===== src/rtl/uart_mem_bridge_pkg.sv =====
// Shared types, ASCII constants and hex helpers for the UART memory bridge.
package uart_mem_bridge_pkg;

  localparam logic [7:0] CH_R  = 8'h52;
  localparam logic [7:0] CH_W  = 8'h57;
  localparam logic [7:0] CH_M  = 8'h4D;
  localparam logic [7:0] CH_CR = 8'h0D;
  localparam logic [7:0] CH_LF = 8'h0A;

  typedef enum logic [2:0] {P_IDLE, P_ADDR, P_DATA, P_CR, P_LF} pstate_t;

  typedef struct packed {
    logic [15:0] addr;
    logic [15:0] wdata;
    logic [15:0] rdata;
    logic        rw;
    logic        valid;
  } bus_t;

  // Uppercase ASCII hex digit for a nibble.
  function automatic logic [7:0] nib2hex(input logic [3:0] n);
    return (n < 4'd10) ? (8'h30 + {4'h0, n}) : (8'h37 + {4'h0, n});
  endfunction

  // Folding bit 5 makes the match case-insensitive; digits already carry it.
  function automatic logic is_hex(input logic [7:0] b);
    logic hit;
    hit = 1'b0;
    for (int unsigned i = 0; i < 16; i++)
      if ((b | 8'h20) == (nib2hex(4'(i)) | 8'h20)) hit = 1'b1;
    return hit;
  endfunction

  function automatic logic [3:0] hex2nib(input logic [7:0] b);
    logic [3:0] n;
    n = '0;
    for (int unsigned i = 0; i < 16; i++)
      if ((b | 8'h20) == (nib2hex(4'(i)) | 8'h20)) n = 4'(i);
    return n;
  endfunction

  function automatic logic is_write(input logic [7:0] b);
    return (b | 8'h20) == (CH_W | 8'h20);
  endfunction

  function automatic logic is_start(input logic [7:0] b);
    return ((b | 8'h20) == (CH_R | 8'h20)) || is_write(b);
  endfunction

  // Byte idx of the response frame 'M' H H H H CR LF.
  function automatic logic [7:0] resp_byte(input logic [15:0] d, input logic [2:0] idx);
    logic [7:0] b;
    unique case (idx)
      3'd0:    b = CH_M;
      3'd1:    b = nib2hex(d[15:12]);
      3'd2:    b = nib2hex(d[11:8]);
      3'd3:    b = nib2hex(d[7:4]);
      3'd4:    b = nib2hex(d[3:0]);
      3'd5:    b = CH_CR;
      default: b = CH_LF;
    endcase
    return b;
  endfunction

endpackage


===== src/rtl/uart_mem_bridge_bank.sv =====
// One register-file bank on the pipelined bus; owns [BASE_ADDR, BASE_ADDR+DEPTH).
module lut_bank
  import uart_mem_bridge_pkg::*;
#(
  parameter int unsigned DEPTH     = 8,
  parameter int unsigned BASE_ADDR = 0
) (
  input  logic clk,
  input  logic rst,
  input  bus_t bus_i,
  output bus_t bus_o
);

  localparam int unsigned AW = (DEPTH > 1) ? $clog2(DEPTH) : 1;
  localparam logic [16:0] LO = 17'(BASE_ADDR);
  localparam logic [16:0] HI = 17'(BASE_ADDR + DEPTH);

  logic [15:0]   mem [DEPTH];
  logic          hit;
  logic [AW-1:0] off;
  bus_t          bus_d, bus_q;

  // Address decode and read-data substitution for a hit.
  always_comb begin
    hit   = bus_i.valid && ({1'b0, bus_i.addr} >= LO) && ({1'b0, bus_i.addr} < HI);
    off   = AW'(bus_i.addr - LO[15:0]);
    bus_d = bus_i;
    if (hit && !bus_i.rw) bus_d.rdata = mem[off];
  end

  // Memory write port; contents survive reset.
  always_ff @(posedge clk) begin
    if (hit && bus_i.rw) mem[off] <= bus_i.wdata;
  end

  // Pipeline register towards the next bank.
  always_ff @(posedge clk) begin
    if (rst) bus_q <= '0;
    else     bus_q <= bus_d;
  end

  assign bus_o = bus_q;

endmodule


===== src/rtl/uart_mem_bridge.sv =====
// ASCII request parser -> chained banks -> ASCII response encoder.
module uart_mem_bridge
  import uart_mem_bridge_pkg::*;
#(
  parameter int unsigned DEPTH   = 8,
  parameter int unsigned N_BANKS = 3
) (
  input  logic       clk,
  input  logic       rst,
  input  logic [7:0] axiid,
  input  logic       axiiv,
  output logic [7:0] axiod,
  output logic       axiov,
  input  logic       axior
);

  pstate_t     st_q, st_d;
  logic [1:0]  cnt_q, cnt_d;
  logic [15:0] addr_q, addr_d, data_q, data_d;
  logic        rw_q, rw_d, restart;
  bus_t        req_q, req_d;
  bus_t        chain [N_BANKS+1];
  logic        rsp_vld_q, rsp_vld_d;
  logic [15:0] rsp_dat_q, rsp_dat_d;
  logic        ov_q, ov_d;
  logic [7:0]  od_q, od_d;
  logic [2:0]  idx_q, idx_d;
  logic [15:0] hold_q, hold_d;

  // Parser next state; a bad byte restarts, and may itself open a message.
  always_comb begin
    st_d    = st_q;
    cnt_d   = cnt_q;
    addr_d  = addr_q;
    data_d  = data_q;
    rw_d    = rw_q;
    req_d   = '0;
    restart = 1'b0;
    if (axiiv) begin
      unique case (st_q)
        P_IDLE: restart = 1'b1;
        P_ADDR:
          if (is_hex(axiid)) begin
            addr_d = {addr_q[11:0], hex2nib(axiid)};
            cnt_d  = cnt_q + 2'd1;
            if (cnt_q == 2'd3) st_d = rw_q ? P_DATA : P_CR;
          end else restart = 1'b1;
        P_DATA:
          if (is_hex(axiid)) begin
            data_d = {data_q[11:0], hex2nib(axiid)};
            cnt_d  = cnt_q + 2'd1;
            if (cnt_q == 2'd3) st_d = P_CR;
          end else restart = 1'b1;
        P_CR:
          if (axiid == CH_CR) st_d = P_LF;
          else                restart = 1'b1;
        P_LF:
          if (axiid == CH_LF) begin
            st_d        = P_IDLE;
            req_d.addr  = addr_q;
            req_d.wdata = data_q;
            req_d.rw    = rw_q;
            req_d.valid = 1'b1;
          end else restart = 1'b1;
        default: restart = 1'b1;
      endcase
      if (restart) begin
        st_d  = is_start(axiid) ? P_ADDR : P_IDLE;
        cnt_d = '0;
        rw_d  = is_write(axiid);
      end
    end
  end

  assign chain[0] = req_q;

  for (genvar k = 0; k < N_BANKS; k++) begin : g_bank
    lut_bank #(.DEPTH(DEPTH), .BASE_ADDR(k * DEPTH)) u_bank (
      .clk   (clk),
      .rst   (rst),
      .bus_i (chain[k]),
      .bus_o (chain[k+1])
    );
  end

  // Encoder: capture chain reads, then stream the 7-byte frame under axior.
  always_comb begin
    rsp_vld_d = chain[N_BANKS].valid && !chain[N_BANKS].rw;
    rsp_dat_d = chain[N_BANKS].rdata;
    ov_d      = ov_q;
    od_d      = od_q;
    idx_d     = idx_q;
    hold_d    = hold_q;
    if (ov_q) begin
      if (axior) begin
        if (idx_q == 3'd6) ov_d = 1'b0;
        else begin
          idx_d = idx_q + 3'd1;
          od_d  = resp_byte(hold_q, idx_q + 3'd1);
        end
      end
    end else if (rsp_vld_q) begin
      ov_d   = 1'b1;
      od_d   = CH_M;
      idx_d  = '0;
      hold_d = rsp_dat_q;
    end
  end

  // State registers for parser, request and encoder.
  always_ff @(posedge clk) begin
    if (rst) begin
      st_q      <= P_IDLE;
      cnt_q     <= '0;
      addr_q    <= '0;
      data_q    <= '0;
      rw_q      <= 1'b0;
      req_q     <= '0;
      rsp_vld_q <= 1'b0;
      rsp_dat_q <= '0;
      ov_q      <= 1'b0;
      od_q      <= '0;
      idx_q     <= '0;
      hold_q    <= '0;
    end else begin
      st_q      <= st_d;
      cnt_q     <= cnt_d;
      addr_q    <= addr_d;
      data_q    <= data_d;
      rw_q      <= rw_d;
      req_q     <= req_d;
      rsp_vld_q <= rsp_vld_d;
      rsp_dat_q <= rsp_dat_d;
      ov_q      <= ov_d;
      od_q      <= od_d;
      idx_q     <= idx_d;
      hold_q    <= hold_d;
    end
  end

  assign axiov = ov_q;
  assign axiod = od_q;

endmodule


===== config.mk =====
export PLATFORM = sky130hd
export DESIGN_NAME = uart_mem_bridge
export DESIGN_NICKNAME = d
export VERILOG_FILES = /design/src/rtl/uart_mem_bridge_pkg.sv /design/src/rtl/uart_mem_bridge_bank.sv /design/src/rtl/uart_mem_bridge.sv
export SDC_FILE = /design/constraint.sdc
export NUM_CORES = 1
export LEC_CHECK = 0
export ABC_AREA = 0
export ABC_CLOCK_PERIOD_IN_PS = 5730
export BUFFER_PORTS_ARGS = -buffer_cell sky130_fd_sc_hd__clkbuf_2
export CORE_ASPECT_RATIO = 1.75
export CORE_MARGIN = 2
export CORE_UTILIZATION = 67
export DETAILED_ROUTE_END_ITERATION = 10
export PLACE_DENSITY = 0.84
export SLEW_MARGIN = 20
export SYNTH_ARGS = -nofsm -noshare
export SYNTH_HDL_FRONTEND = slang
export SYNTH_SLANG_ARGS = --single-unit

===== constraint.sdc =====
create_clock -name clk -period 5.73 [get_ports clk]
set_input_delay 0.573 -clock clk [delete_from_list [all_inputs] [get_ports clk]]
set_output_delay 0.573 -clock clk [all_outputs]
set_load 0.02 [all_outputs]

# After elaboration in Yosys (flattened, before gate mapping)
# Memories as Yosys holds them, arrays and structs flattened. A register that Yosys moved wholly into a read port is not among the register bits.
# Index checks and enable logic that the tools add are counted.
# totals
word_cells	209
mem_count	3
reg_bits	251
input_bits	12
rom_bits	0
out_inout_bits	9
ramBits	384
latchBits	0
# classes
n_bitwise	4
n_div	0
muxes	83
magnitude_cmp	9
add_sub_neg	12
reduce_logical	30
multipliers	0
n_eq_ne	39
shift	0
# memory_table
name	depth	word_bits	read_ports	rd_clocked_by_memory_dff	write_ports	line_no	source
g_bank[0].u_bank.mem	8	16	1	1	1	uart_mem_bridge_bank.sv:18	logic [15:0] mem [DEPTH];
g_bank[1].u_bank.mem	8	16	1	0	1	uart_mem_bridge_bank.sv:18	
g_bank[2].u_bank.mem	8	16	1	0	1	uart_mem_bridge_bank.sv:18	
# op_table
operator	count
7-bit by 5-bit equality test with 1-bit output, second input constant	10
6-bit by 4-bit adder with 7-bit output, first input constant	8
7-bit by 6-bit equality test with 1-bit output, second input constant	8
4-bit 2-to-1 mux	14
16-bit 2-to-1 mux	3
7-bit one-hot mux with 6 select lines	1
1-bit 2-to-1 mux	38
3-bit 2-to-1 mux	12
16-bit by 5-bit < comparator with 1-bit output, second input constant	2
8-bit 2-to-1 mux	4
7-bit 2-to-1 mux	4
3-bit inequality test, second input constant	6
8-bit by 4-bit equality test with 1-bit output, second input constant	2
16-bit by 4-bit greater-or-equal comparator with 1-bit output, second input constant	1
16-bit by 5-bit greater-or-equal comparator with 1-bit output, second input constant	1
16-bit by 4-bit < comparator with 1-bit output, second input constant	1
4-bit < comparator, second input constant	4
3-bit by 2-bit equality test with 1-bit output, second input constant	4
3-bit equality test, second input constant	4
1-bit logical AND	12
3-bit one-hot mux with 4 select lines	1
3-bit AND reduction	3
2-bit 2-to-1 mux	4
8-bit AND reduction	1
19 further kinds	29

# Depth between registers and ports, before layout
# Gate-level depths: netlist (run 1).
# depth
ltp_word	24
ltp_mapped	8
mapped_depth_nobuf	7

# Hierarchy
# From an unflattened synthesis (run 1), not the netlist that was laid out.
# unflattened
hier_cells	1497
hier_area_um2	23889.2
# modules_own_cells
mod	seq_area_each_um2	area_per_inst_um2	n_inst	cells_each
lut_bank (g_bank[2].u_bank)	4844.6	6439.9	1	315
lut_bank (g_bank[1].u_bank)	4844.6	6327.3	1	334
lut_bank (g_bank[0].u_bank)	4844.6	6323.6	1	333
uart_mem_bridge	2322.2	4798.4	1	515

# Worst setup path after synthesis (run 1)
# Ideal clock, no wire load.
# synth_path
path_type	register to register
start	register req_q, in the netlist chain[184]
end	memory g_bank[0].u_bank.mem[1][0], enable pin
arrival_ns	2.450
t_required_ns	5.321
period_less_slack_ns	2.860
setup_time_ns	0.409
setup_slack_ns	2.870
path_buffers	2
stages_incl_launch_ff	5
path_cell_list	dfxtp_1 clkbuf_1 buf_1 nand2_1 nor3_1
# synth_via
elab_chain_cells	5
# synth_lines
item	line_no	source
start: declaration	uart_mem_bridge.sv:21	bus_t req_q, req_d;
start signal: assignment	uart_mem_bridge.sv:131	req_q <= req_d;
16-bit by 4-bit < comparator with 1-bit output	uart_mem_bridge_bank.sv:25	hit = bus_i.valid && ({1'b0, bus_i.addr} >= LO) && ({1'b0, bus_i.addr} < HI);
1-bit logical AND	uart_mem_bridge_bank.sv:25	
1-bit logical AND	uart_mem_bridge_bank.sv:33	if (hit && bus_i.rw) mem[off] <= bus_i.wdata;
1-bit 2-to-1 mux	uart_mem_bridge_bank.sv:33	
1-bit 2-to-1 mux (implied by the code)	uart_mem_bridge_bank.sv:33	
end: declaration	uart_mem_bridge_bank.sv:18	
# Parallel ways exist; a longest one is shown, timed or not.

# Worst setup path in the final report (run 1)
# layout_path
start	register req_q, in the netlist chain[186]
end	memory g_bank[0].u_bank.mem[6][9], enable pin
# Same word-level chain as after synthesis.

==> results of run 1 <==
## worst paths after layout
path,endpoint,slack (ns)
setup / recovery,g_bank[0].u_bank.mem[6][9],3.01
hold / removal,rw_q,0.31
setup reg to reg,g_bank[0].u_bank.mem[6][9],3.01
hold reg to reg,rsp_vld_q,0.41
## per-layer routing
metal  GRT usage  vias to the layer above
met5           0                        -
met4      0.1197                        0
met3     0.03060                      120
met2      0.5013                      363
met1      0.2837                     5933
li1            -                     5345
## where the power goes
part	total, uW	switching (uW)	internal, uW
clock network	3400	1490	1910
registers	4670	0.964	4670
logic	51.0	38.2	12.8
total	8120	1530	6590
## synth_stat cells, types with 3 or more instances
library cell	instances
sky130_fd_sc_hd__clkbuf_1	64
sky130_fd_sc_hd__nor4b_1	5
sky130_fd_sc_hd__o21ai_0	14
sky130_fd_sc_hd__or3_1	7
sky130_fd_sc_hd__a211oi_1	34
sky130_fd_sc_hd__o22ai_1	3
sky130_fd_sc_hd__nor4_1	7
sky130_fd_sc_hd__edfxtp_1	384
sky130_fd_sc_hd__buf_2	10
sky130_fd_sc_hd__mux4_2	94
sky130_fd_sc_hd__nand2_1	63
sky130_fd_sc_hd__nand2b_1	13
sky130_fd_sc_hd__mux2i_1	82
sky130_fd_sc_hd__dfxtp_1	234
sky130_fd_sc_hd__and3_1	3
sky130_fd_sc_hd__o21a_1	3
sky130_fd_sc_hd__nand4_1	6
sky130_fd_sc_hd__a311oi_1	3
sky130_fd_sc_hd__a31oi_1	3
sky130_fd_sc_hd__nor3_1	13
sky130_fd_sc_hd__nor3b_1	5
sky130_fd_sc_hd__nand3b_1	4
sky130_fd_sc_hd__nor2b_1	91
sky130_fd_sc_hd__o31ai_1	3
sky130_fd_sc_hd__nor2_1	123
sky130_fd_sc_hd__a21oi_1	34
sky130_fd_sc_hd__and2_1	34
sky130_fd_sc_hd__buf_1	7
sky130_fd_sc_hd__xnor2_1	6
sky130_fd_sc_hd__o21bai_1	3
sky130_fd_sc_hd__inv_1	19
sky130_fd_sc_hd__ha_1	11
sky130_fd_sc_hd__nand3_1	9
## stage by stage
step	total power (uW)	hold slack [ns]	setup slack, ns	std cells
detailed placement	4816	0.3982	3.033	1849
floorplan	4803	0.3721	2.870	1428
CTS	8158	0.2842	2.979	1938
global route	8308	0.3160	2.837	1938
global placement	4814	0.3854	3.097	1849
finish	8119	0.3118	3.010	1938
## registers in the layout (all words and copies together) (netlist names), 7 cells and up
signal               flops
g_bank.u_bank.bus_o    118
chain                   34
data_q                  16
hold_q                  16
rsp_dat_q               16
axiod                    7
addr_q                  16
g_bank.u_bank.mem      384
## critical path, stage by stage (launching register included)
cell                      delay (ns)
sky130_fd_sc_hd__dfxtp_1        0.99
sky130_fd_sc_hd__buf_4          0.43
sky130_fd_sc_hd__nand2_1        0.15
sky130_fd_sc_hd__nor2_2         0.74
## layout make-up
cell class,count,area [um^2]
clock buffers,73,1429
clock inverters,16,188.9
fillers,1865,8657
inverters,19,71.32
multi-input cells,707,6050
flip-flops and latches,618,16220
well taps,455,569.3
repair buffers,50,334.1
## logic make-up after synthesis
| family | after synthesis | synth area share |
|---|---|---|
| other | 1 | 0.0001659 |
| multiplexers | 176 | 0.1300 |
| AO/OA/AOI/OAI | 120 | 0.03571 |
| flip-flops | 618 | 0.7175 |
| XOR/XNOR | 8 | 0.003100 |
| adder cells (fa/ha/maj) | 11 | 0.006090 |
| AND/OR/NAND/NOR | 391 | 0.08913 |
| buffers and inverters | 103 | 0.01832 |
==> Flow_metrics.wiki, run 1 <==
{| class="wikitable"
! Metric !! Value
|-
| Post-Synthesis Mean Instance Area || 15.83 um^2
|-
| Hold-fix buffers, CTS || 0
|-
| Count of nets left with antenna violations after detail routing || 0
|-
| Leading cell type in the layout, fill and taps excluded || sky130_fd_sc_hd__edfxtp_1
|-
| Inserted Clock Buffers || 48
|-
| Number of optimization iterations in the first detailed-route pass || 5
|-
| Per-cell via count in the routed design || 6.069
|-
| Yosys reg bits || 618
|-
| Clock transition at the registers of the reported paths || 0.07 ns
|-
| Count of flip-flops with a built-in enable after synthesis || 384
|-
| Die boundary width || 142.8 um
|-
| Post-Synthesis Cells || 1428
|-
| Worst IR Drop VDD || 0.0003324 V
|-
| DR WL met3 || 1678 um
|-
| Final cell utilization of the core || 0.7417
|-
| Number of nets in the synthesized netlist || 1451
|-
| Yosys warning count || 0
|-
| Antenna violations before repair || 0
|-
| Critical Path AT || 2.91 ns
|-
| Area leader, netlist || sky130_fd_sc_hd__edfxtp_1
|-
| Post-route minimum period || 2.720 ns
|-
| Setup skew after layout || 0.01918 ns
|-
| DRC violations left || 0
|-
| Average routed wire per standard cell || 22.86 um
|-
| Number of cells traversed by the worst register-to-register path || 3
|-
| Placement Rows || 89
|-
| Post-synthesis cell area || 22600 um^2
|-
| Global-route usage over all layers || 0.2613
|-
| Fin crit share || 0.4747
|-
| Cell chosen for the clock root || sky130_fd_sc_hd__clkbuf_16
|-
| Clock tree from TritonCTS || done
|-
| Worst-skew pair later-pin latency || 0.58 ns
|-
| Post-CTS Setup Repair Bufs || 0
|-
| # port buffers || 19
|-
| Number of buffers on the longest clock path || 3
|-
| Worst flop-to-flop path startpoint || chain[186]
|-
| Crit path launch type || flip-flop
|-
| Share of async-settable or async-resettable flops after synthesis || 0
|-
| Count of instances resized after the clock tree is built || 0
|-
| Number of distinct standard cells referenced by the synthesized netlist || 59
|-
| Pin count of the biggest net entering global routing || 73
|-
| Number of hold violations in the final report || 0
|-
| Placed wire-length estimate after detailed placement || 27760 um
|-
| P&R area growth vs syn || 10.00%
|-
| Sum Neg Setup Slack || 0 ns
|-
| Worst hold stages || 3
|-
| Initial core utilization || 0.6743
|-
| Total vias in the final route || 11760
|-
| Cell area after placement || 23240 um^2
|-
| Final count of pins violating max slew || 0
|-
| Number of global-route vias before repair || 12260
|-
| Required time of the critical path || 5.93 ns
|-
| Worst-Margin Slew || 1.059 ns
|-
| Total number of nets in the final design || 1467
|-
| Total wire length after detailed routing || 44310 um
|-
| Power per cell area || 326.6 nW/um^2
|-
| Floorplan core area || 33520 um^2
|-
| RD Place Congestion || 0.8700
|-
| Number of setup violations in the final report || 0
|-
| Sequential cell area fraction in the yosys report || 0.7175
|-
| GRT Residual Overflow || 0
|-
| Top metal layer carrying routed signals || met4
|-
| Largest cells by area after synthesis || sky130_fd_sc_hd__edfxtp_1 51%, sky130_fd_sc_hd__dfxtp_1 21%, sky130_fd_sc_hd__mux4_2 9.4%, sky130_fd_sc_hd__mux2i_1 3.6%, sky130_fd_sc_hd__nor2b_1 2.5%
|-
| Worst Setup SP || chain[186]
|-
| Iter 0 DRT Violations || 873
|-
| Type of the tightest min-delay check || primary input to flip-flop
|-
| Leakage || 0.006904 uW
|-
| Die Outline Area || 35270 um^2
|-
| Final instance area || 24860 um^2
|-
| Detailed-routed wire length on met2 || 25600 um
|-
| Worst rel slew slack || 0.2920
|-
| Unrepaired setup endpoints after global routing || no
|-
| Yosys top cell area share || 0.5102
|-
| # diodes || 0
|-
| Count of maximum capacitance violations || 0
|-
| HP Start || axiid[4]
|-
| Result of the run || finished, final reports clean
|-
| CTS H-tree depth || 2
|-
| Detailed-route wire length on metal 1 || 15140 um
|-
| Worst Path Class, Setup || flip-flop to flip-flop
|-
| Most used cells in the layout excluding fill and tap cells || 384 x sky130_fd_sc_hd__edfxtp_1, 231 x sky130_fd_sc_hd__dfxtp_1, 117 x sky130_fd_sc_hd__nor2_1
|-
| Top FF cell, synth || sky130_fd_sc_hd__edfxtp_1
|-
| Crit. End Element || flip-flop
|-
| Share of post-route cells with drive strength above 1 || 0.1612
|-
| F_max || 0.3677 GHz
|-
| Die height || 247.0 um
|-
| Global-route wire length before repair || 68600 um
|-
| Maximum fanout encountered on the critical timing path || 20
|-
| Total I/O pin count || 21
|-
| Clock sink total || 618
|}
Note: power is estimated with default switching activity, not from simulation.
==> run 2, diff against run 1 <==
--- a/config.mk
+++ b/config.mk
@@ -6,13 +6,13 @@
 export NUM_CORES = 1
 export LEC_CHECK = 0
 export ABC_AREA = 0
-export ABC_CLOCK_PERIOD_IN_PS = 5730
+export ABC_CLOCK_PERIOD_IN_PS = 2800
 export BUFFER_PORTS_ARGS = -buffer_cell sky130_fd_sc_hd__clkbuf_2
 export CORE_ASPECT_RATIO = 1.75
 export CORE_MARGIN = 2
-export CORE_UTILIZATION = 67
+export CORE_UTILIZATION = 62
 export DETAILED_ROUTE_END_ITERATION = 10
-export PLACE_DENSITY = 0.84
+export PLACE_DENSITY = 0.78
 export SLEW_MARGIN = 20
 export SYNTH_ARGS = -nofsm -noshare
 export SYNTH_HDL_FRONTEND = slang
==> constraint.sdc (replaced) <==
create_clock -name clk -period 2.8 [get_ports clk]
set_input_delay 0.28 -clock clk [delete_from_list [all_inputs] [get_ports clk]]
set_output_delay 0.28 -clock clk [all_outputs]
set_load 0.02 [all_outputs]
==> Flow_metrics.wiki, run 2 (synthesized netlist as in run 1, its figures left out) <==
{| class="wikitable"
! Metric !! Value
|-
| Result of the run || finished, final reports clean
|-
| F_max || 0.4164 GHz (+13%)
|-
| Post-route minimum period || 2.401 ns (-0.3184 ns)
|-
| Per-cell via count in the routed design || 5.852 (-3.6%)
|-
| Global-route usage over all layers || 0.2279 (-0.03341)
|-
| Number of buffers on the longest clock path || 3 (unchanged)
|-
| Number of global-route vias before repair || 12110 (-1.2%)
|-
| Cell-internal power || 13440 uW (+100%)
|-
| Clock sink total || 618 (unchanged)
|-
| Critical Path AT || 2.65 ns (-0.26 ns)
|-
| Leading cell type in the layout, fill and taps excluded || sky130_fd_sc_hd__edfxtp_1
|-
| Power per cell area || 659.2 nW/um^2 (+100%)
|-
| Crit path launch type || flip-flop
|-
| Final count of pins violating max slew || 0 (unchanged)
|-
| GRT Residual Overflow || 0 (unchanged)
|-
| Unrepaired setup endpoints after global routing || no
|-
| # diodes || 0 (unchanged)
|-
| Share of post-route cells with drive strength above 1 || 0.1771 (+0.01593)
|-
| P&R area growth vs syn || 11.47%
|-
| Worst Path Class, Setup || flip-flop to flip-flop
|-
| Antenna violations before repair || 0 (unchanged)
|-
| Number of setup violations in the final report || 0 (unchanged)
|-
| # port buffers || 19 (unchanged)
|-
| Global-route wire length before repair || 66140 um (-3.6%)
|-
| Total I/O pin count || 21 (unchanged)
|-
| Die Outline Area || 38060 um^2 (+7.9%)
|-
| Total number of nets in the final design || 1500 (+2.2%)
|-
| Worst-skew pair later-pin latency || 0.57 ns (about the same)
|-
| Worst IR Drop VDD || 0.0005574 V (+68%)
|-
| Required time of the critical path || 3.05 ns (-2.88 ns)
|-
| Top register by number of flip-flops || g_bank.u_bank.mem
|-
| RD Place Congestion || 0.8859 (+1.8%)
|-
| Count of instances resized after the clock tree is built || 0 (unchanged)
|-
| Clock transition at the registers of the reported paths || 0.07 ns (about the same)
|-
| Floorplan core area || 36030 um^2 (+7.5%)
|-
| Crit. End Element || flip-flop
|-
| Total wire length after detailed routing || 42110 um (-5.0%)
|-
| Iter 0 DRT Violations || 717 (-18%)
|-
| Average routed wire per standard cell || 21.17 um (-7.4%)
|-
| Setup skew after layout || 0.01800 ns (-0.001183 ns)
|-
| Sum Neg Setup Slack || 0 ns (unchanged)
|-
| Placement Rows || 92 (+3.4%)
|-
| Number of hold violations in the final report || 0 (unchanged)
|-
| Hold-fix buffers, CTS || 0 (unchanged)
|-
| Worst-Margin Slew || 0.8557 ns (-0.2029 ns)
|-
| Post-CTS Setup Repair Bufs || 0 (unchanged)
|-
| Worst rel slew slack || 0.4287 (+0.1368)
|-
| Inserted Clock Buffers || 51 (+6.3%)
|-
| Die height || 256.6 um (+3.9%)
|-
| Slack of the worst reg-to-reg path || 0.40 ns (-2.61 ns)
|-
| Final cell utilization of the core || 0.6992 (-0.04249)
|-
| Switch Pwr || 3168 uW (+110%)
|-
| Pin count of the biggest net entering global routing || 114 (+56%)
|-
| CTS H-tree depth || 2 (unchanged)
|-
| Clock tree from TritonCTS || done
|-
| Number of optimization iterations in the first detailed-route pass || 5 (unchanged)
|-
| Leakage || 0.007118 uW (+3.1%)
|-
| Type of the tightest min-delay check || primary input to flip-flop
|-
| DRC violations left || 0 (unchanged)
|-
| Placed wire-length estimate after detailed placement || 28060 um (+1.1%)
|-
| Maximum fanout encountered on the critical timing path || 12 (-40%)
|-
| Count of nets left with antenna violations after detail routing || 0 (unchanged)
|-
| Sw Ratio || 0.1908 (+0.002322)
|-
| Count of maximum capacitance violations || 0 (unchanged)
|-
| Cell chosen for the clock root || sky130_fd_sc_hd__clkbuf_16
|-
| Initial core utilization || 0.6273 (-0.04699)
|-
| Clk network pwr share || 0.419 (about the same)
|-
| Most used cells in the layout excluding fill and tap cells || 384 x sky130_fd_sc_hd__edfxtp_1, 231 x sky130_fd_sc_hd__dfxtp_1, 121 x sky130_fd_sc_hd__nor2_1
|-
| Logic pwr share || 0.006 (about the same)
|-
| Total vias in the final route || 11640 (-1.0%)
|-
| Portion of total power attributed to sequential cells || 0.575 (about the same)
|-
| Max FFs per register || 384 (unchanged)
|-
| Fin crit share || 0.8576 (+0.3830)
|-
| Die boundary width || 148.3 um (+3.8%)
|}
-- run 2: cell count changes in the layout (fill, tap and decap cells not counted), sizes merged --
cell | previous run | this run
buf | 32 | 62
bufinv | 4 | 3
clkbuf | 91 | 90
clkinv | 9 | 17
clkinvlp | 0 | 2
inv | 22 | 20
-- run 2: power groups by stage --
stage	logic [uW]	registers [uW]	clock network [uW]
floorplan	77.7	9750	0
global placement	103	9750	0
detailed placement	105	9750	0
CTS	105	9550	7060
global route	115	9540	7400
finish	106	9550	6950
-- run 2: worst max-delay path, stage by stage (launching register included) --
cell                      delay [ns]
sky130_fd_sc_hd__dfxtp_1        0.30
sky130_fd_sc_hd__nor4b_1        0.32
sky130_fd_sc_hd__nand4_1        0.33
sky130_fd_sc_hd__or3_1          0.48
sky130_fd_sc_hd__nor3_2         0.33
sky130_fd_sc_hd__buf_4          0.31
-- run 2: area by class of cell --
cell class | count | area [um^2]
well taps | 470 | 588.1
fillers | 2219 | 10840
clock buffers | 72 | 1429
multi-input cells | 707 | 6015
repair buffers | 80 | 646.9
flip-flops and latches | 618 | 16220
inverters | 19 | 71.32
clock inverters | 23 | 224.0
-- run 2: metal layers --
| layer | wire, um | track usage | vias up |
|---|---|---|---|
| met1 | 14400 | 0.2417 | 5824 |
| li1 | - | - | 5407 |
| met4 | 1921 | 0.1061 | 0 |
| met5 | 0 | 0 | - |
| met2 | 24210 | 0.4396 | 297 |
| met3 | 1578 | 0.02847 | 112 |
-- run 2: stage by stage --
step / total power [uW] / worst slack [ns] / cell area (um^2) / instances / hold WS (ns)
2_1_floorplan: 9828 / 0.03726 / 22610 / 1428 / 0.3721
3_3_place_gp: 9855 / 0.4905 / 23540 / 1894 / 0.3850
3_5_place_dp: 9858 / 0.4178 / 23540 / 1894 / 0.4116
4_1_cts: 16720 / 0.3999 / 25190 / 1989 / 0.03501
5_1_grt: 17060 / 0.1744 / 25190 / 1989 / 0.06192
6_report: 16610 / 0.3986 / 25190 / 1989 / 0.06051
-- run 2: worst paths after layout --
check | start | endpoint | cells after the start
max | g_bank[1].u_bank.bus_o[37] | g_bank[2].u_bank.mem[0][9] | 5
min | rst | addr_q[10] | 2
max reg2reg | g_bank[1].u_bank.bus_o[37] | g_bank[2].u_bank.mem[0][9] | 5
min reg2reg | rsp_dat_q[14] | hold_q[14] | 2
